<file path="config.mk">
export PLATFORM = sky130hd
export DESIGN_NAME = regfile_2r1w
export DESIGN_NICKNAME = d
export VERILOG_FILES = /design/src/rtl/regfile_pkg.sv /design/src/rtl/regfile_rd_port.sv /design/src/rtl/regfile_2r1w.sv
export SDC_FILE = /design/constraint.sdc
export NUM_CORES = 2
export LEC_CHECK = 0
export ABC_AREA = 1
export CORE_MARGIN = 4
export CORE_UTILIZATION = 38
export CTS_CLUSTER_SIZE = 14
export DETAILED_ROUTE_END_ITERATION = 16
export PLACE_DENSITY = 0.63
export SYNTH_ARGS = -nofsm -noshare
export SYNTH_HDL_FRONTEND = slang
export SYNTH_SLANG_ARGS = --single-unit
</file>
<file path="constraint.sdc">
create_clock -name C -period 3.9 [get_ports C]
set_clock_uncertainty 0.05 [all_clocks]
set_input_delay 0.39 -clock C [delete_from_list [all_inputs] [get_ports C]]
set_output_delay 0.39 -clock C [all_outputs]
set_load 0.1 [all_outputs]
</file>
<file path="src/rtl/regfile_pkg.sv">
// Shared types and default sizing for the 2-read/1-write integer register file.
// No logic, so there is no latency or backpressure.
package regfile_pkg;

    localparam int XLEN_DEFAULT = 32;
    localparam int NREG_DEFAULT = 32;
    localparam int AW_DEFAULT   = 5;

    typedef enum logic {
        RF_CLEAR = 1'b0,
        RF_READY = 1'b1
    } rf_state_t;

    typedef logic [AW_DEFAULT-1:0] reg_idx_t;

endpackage

</file>
<file path="src/rtl/regfile_rd_port.sv">
// One registered read port: x0 forced to zero, optional write-first bypass (REGFILE_BYPASS_EN).
// Latency 1 cycle; no backpressure, output returns 0 while busy or held in reset.
module regfile_rd_port
    import regfile_pkg::*;
#(
    parameter int XLEN = XLEN_DEFAULT,
    parameter int AW   = AW_DEFAULT
) (
    input  logic            clk,
    input  logic            rst,
    input  logic            busy,
    input  logic [AW-1:0]   raddr,
    input  logic [XLEN-1:0] rf_data,
    input  logic            wr_en,
    input  logic [AW-1:0]   waddr,
    input  logic [XLEN-1:0] wdata,
    output logic [XLEN-1:0] rdata
);

    logic [XLEN-1:0] rdata_q;
    logic [XLEN-1:0] rdata_d;

`ifdef REGFILE_BYPASS_EN
    always_comb begin
        rdata_d = rf_data;
        if (wr_en && (waddr == raddr)) begin
            rdata_d = wdata;
        end
        if (busy || (raddr == '0)) begin
            rdata_d = '0;
        end
    end
`else
    // Read-first build: the write-side inputs are intentionally left unused here.
    logic unused_bypass;
    assign unused_bypass = ^{wr_en, waddr, wdata};

    always_comb begin
        rdata_d = rf_data;
        if (busy || (raddr == '0)) begin
            rdata_d = '0;
        end
    end
`endif

    always_ff @(posedge clk) begin
        if (rst) begin
            rdata_q <= '0;
        end else begin
            rdata_q <= rdata_d;
        end
    end

    assign rdata = rdata_q;

endmodule

</file>
<file path="src/rtl/regfile_2r1w.sv">
// 32 x XLEN integer register file, 2 sync read ports, 1 write port, x0 = 0, post-reset clear sweep.
// Read/write latency 1 cycle; busy during sweep drops writes and zeroes reads. Bypass: REGFILE_BYPASS_EN.
module regfile_2r1w
    import regfile_pkg::*;
#(
    parameter int XLEN = XLEN_DEFAULT,
    parameter int NREG = NREG_DEFAULT,
    parameter int AW   = AW_DEFAULT
) (
    input  logic            C,
    input  logic            R,
    input  logic            we,
    input  logic [AW-1:0]   waddr,
    input  logic [XLEN-1:0] wdata,
    input  logic [AW-1:0]   raddr1,
    input  logic [AW-1:0]   raddr2,
    output logic [XLEN-1:0] rdata1,
    output logic [XLEN-1:0] rdata2,
    output logic            busy
);

    logic [XLEN-1:0] regs_q [NREG];
    logic [XLEN-1:0] regs_d [NREG];
    rf_state_t       state_q;
    rf_state_t       state_d;
    logic [AW-1:0]   idx_q;
    logic [AW-1:0]   idx_d;
    logic            wr_en;

    always_comb begin
        state_d = state_q;
        idx_d   = idx_q;
        regs_d  = regs_q;
        wr_en   = 1'b0;
        case (state_q)
            RF_CLEAR: begin
                regs_d[idx_q] = '0;
                // idx parks at the last register rather than wrapping back to x0
                if (idx_q == AW'(NREG - 1)) begin
                    state_d = RF_READY;
                end else begin
                    idx_d = idx_q + AW'(1);
                end
            end
            RF_READY: begin
                wr_en = we && (waddr != '0);
                if (wr_en) begin
                    regs_d[waddr] = wdata;
                end
            end
            default: begin
                state_d = RF_CLEAR;
            end
        endcase
    end

    always_ff @(posedge C) begin
        if (R) begin
            state_q <= RF_CLEAR;
            idx_q   <= AW'(1);
        end else begin
            state_q <= state_d;
            idx_q   <= idx_d;
        end
    end

    // Storage has no reset; the sweep provides deterministic contents instead.
    always_ff @(posedge C) begin
        if (!R) begin
            regs_q <= regs_d;
        end
    end

    assign busy = R || (state_q == RF_CLEAR);

    regfile_rd_port #(
        .XLEN (XLEN),
        .AW   (AW)
    ) u_rd_port1 (
        .clk     (C),
        .rst     (R),
        .busy    (busy),
        .raddr   (raddr1),
        .rf_data (regs_q[raddr1]),
        .wr_en   (wr_en),
        .waddr   (waddr),
        .wdata   (wdata),
        .rdata   (rdata1)
    );

    regfile_rd_port #(
        .XLEN (XLEN),
        .AW   (AW)
    ) u_rd_port2 (
        .clk     (C),
        .rst     (R),
        .busy    (busy),
        .raddr   (raddr2),
        .rf_data (regs_q[raddr2]),
        .wr_en   (wr_en),
        .waddr   (waddr),
        .wdata   (wdata),
        .rdata   (rdata2)
    );

endmodule

</file>
==> metrics.txt <==
status=finished, final reports clean; sequential area share after synthesis=49.41%; Final period util=78.32%; CTS tree=built; Yosys top cell area share=47.26%; worst hold path depth=2; Initial Util=38.31%; Peak Freq=0.3274 GHz; synthesis-to-finish area growth=11.17%; total iterations of the first detailed-routing run=7; IO Port Bufs=114; post_cts resized=0; area of the multi-input gates=29260 um2; Setup CP Type=flip-flop to primary output; P per Cell Area=429.4 nW/um2; die width=421.8 um; final weighted congestion in routability-driven placement=0.9508; initial antenna violation count=6; root buffer cell=clkbuf_16; CP required=3460 ps; Setup Fix Bufs, Post-CTS=0; CP dominant cell by count=buf_4; endpoints failing setup=0; slowest CP cell=dfxtp_4; via count=65020; type of destination of the critical path=primary output; Slew @ Worst Pin=1379 ps; largest net degree at the start of global routing=209; Slew headroom=7.837%; synth warn=0; Final HPWL DP=173.4 mm; WL final=281.2 mm; Area contributors post-synth=edfxtp_1 47%, nand2_1 17%, nand3_1 14%; nets=8127; die footprint=177900 um2; final-report hold violation count=0; # DRC=0; first-pass GRT wire length=403.0 mm; Cell Chain, Critical Path=inv_8 > nor2_1 > buf_4 > inv_1 > buf_4; Tot Pwr=31060 uW; DIE HEIGHT=421.8 um; synthesized area per cell=7.728 um2; Clk pin slew, worst setup/hold paths=60 ps; # fillers=16790; commonest non-fill, non-tap cells in the layout=2940 x nand2_1, 1779 x nand3_1, 1024 x edfxtp_1, 777 x o21ai_0, 324 x a21oi_1; clk sinks=1094; slowest stage delay, CP=770 ps; Core Box Area=169800 um2; crit-path max FO=45; synthesized area=65060 um2; maximum VDD drop=0.4623 mV; Ports=115; unrepaired setup endpoints after global routing=no; grt ovf=0; post-synth net total=8474; placed cell count=10160; worst skew pair latency=780 ps; Max clock buf depth=3; H-Tree Level Count=4; Tmin final=3054 ps; setup_tns=0 ps; FF+latch count, synth=1094; Initial DRC Count=11970; Max-Cap Viols=0; Post-Syn Instances=8419; Rows=151; area leader, netlist=edfxtp_1; CTS buffer count=132; Hold Buf Count CTS=0; vias in the first global route=58210; CP startpoint kind=flip-flop; Worst Hold Class=input port to flip-flop; Vias/cell=6.252; Final Slew Violations=0; register area=32150 um2; Leakage=0.02904 uW; Netlist cell types=23; Worst Path Arrival=2610 ps; layout cell share with drive strength beyond 1=6.201%; ANT nets after route=0; Final Util=42.59%; r2r worst-path depth=7; most common cell after layout, fill and taps aside=nand2_1; All-Layer GR Usage=29.97%; Finished Layout Cells=10400; WL/cell=27.04 um
[worst max-delay path, delay by kind of cell, from the launching register on]
family / cells / cell delay [ps]
flip-flops: 1 / 770
buffers and inverters: 4 / 740
AND/OR/NAND/NOR: 1 / 290
[cells by family (layout without fill, tap and decap cells)]
kind of cell / count (synthesis) / after routing / share of synthesized area (%)
compound gates: 1520 / 1520 / 12.64
fa+ha+maj: 5 / 5 / 0.09615
buf+inv: 954 / 711 / 6.375
flops: 1094 / 1094 / 49.41
other cells: 0 / 5 / 0
simple gates: 4846 / 4846 / 31.47
[cells in the mapped netlist]
library cell / number
a21oi_1: 356
buf_1: 99
buf_2: 300
buf_4: 41
buf_6: 5
clkbuf_1: 377
clkinv_1: 1
dfxtp_1: 70
edfxtp_1: 1024
ha_1: 5
inv_1: 121
inv_2: 10
nand2_1: 2945
nand3_1: 1785
nand4_1: 3
nor2_1: 103
nor2_2: 4
nor3_2: 6
o211ai_1: 1
o21ai_0: 777
o21ai_1: 47
o22ai_1: 263
o32ai_1: 76
[stage by stage]
stage          hold slack (ps)  cell area [um2]  worst slack, ps
2_1_floorplan            412.4            65060            553.8
6_report                 304.9            72330            845.6
5_1_grt                  278.8            72320            818.0
4_1_cts                  245.3            72320            835.8
3_5_place_dp             507.2            68100            380.7
3_3_place_gp             479.0            68100            388.4
[area by class of cell]
class | count | share of cell area, %
Sequential cell | 1094 | 44.45
Clock inverter | 71 | 0.8545
Tap cell | 2218 | 3.837
Clock buffer | 167 | 4.977
Timing Repair Buffer | 341 | 4.674
Inverter | 132 | 0.7369
Multi-Input combinational cell | 6371 | 40.45
Antenna cell | 5 | 0.01730
[worst paths after layout]
check        startpoint          end  slack (ps)
max             state_q         busy         850
min                   R      state_q         300
min reg2reg    idx_q[0]     idx_q[3]         520
max reg2reg    idx_q[0]  regs_q[238]        1100
[routing by layer]
metal	vias up	track usage (%)	share of wire [%]
met5	-	0	0
met1	30770	40.62	38
met4	0	12.76	4.7
met3	673	7.787	13
li1	28600	-	-
met2	4976	45.37	44
[state kept, by name (all words and copies together), names as in the netlist]
name / flops
u_rd_port2.rdata: 32
state_q: 1
idx_q: 5
regs_q: 1024
u_rd_port1.rdata: 32
[where the power goes]
group,leakage (uW),internal [uW],switching [uW]
Clock,0.00206,7090,5330
Combinational,0.0163,1300,2980
Sequential,0.0106,13800,601
Note: power is estimated with default switching activity, not from simulation.
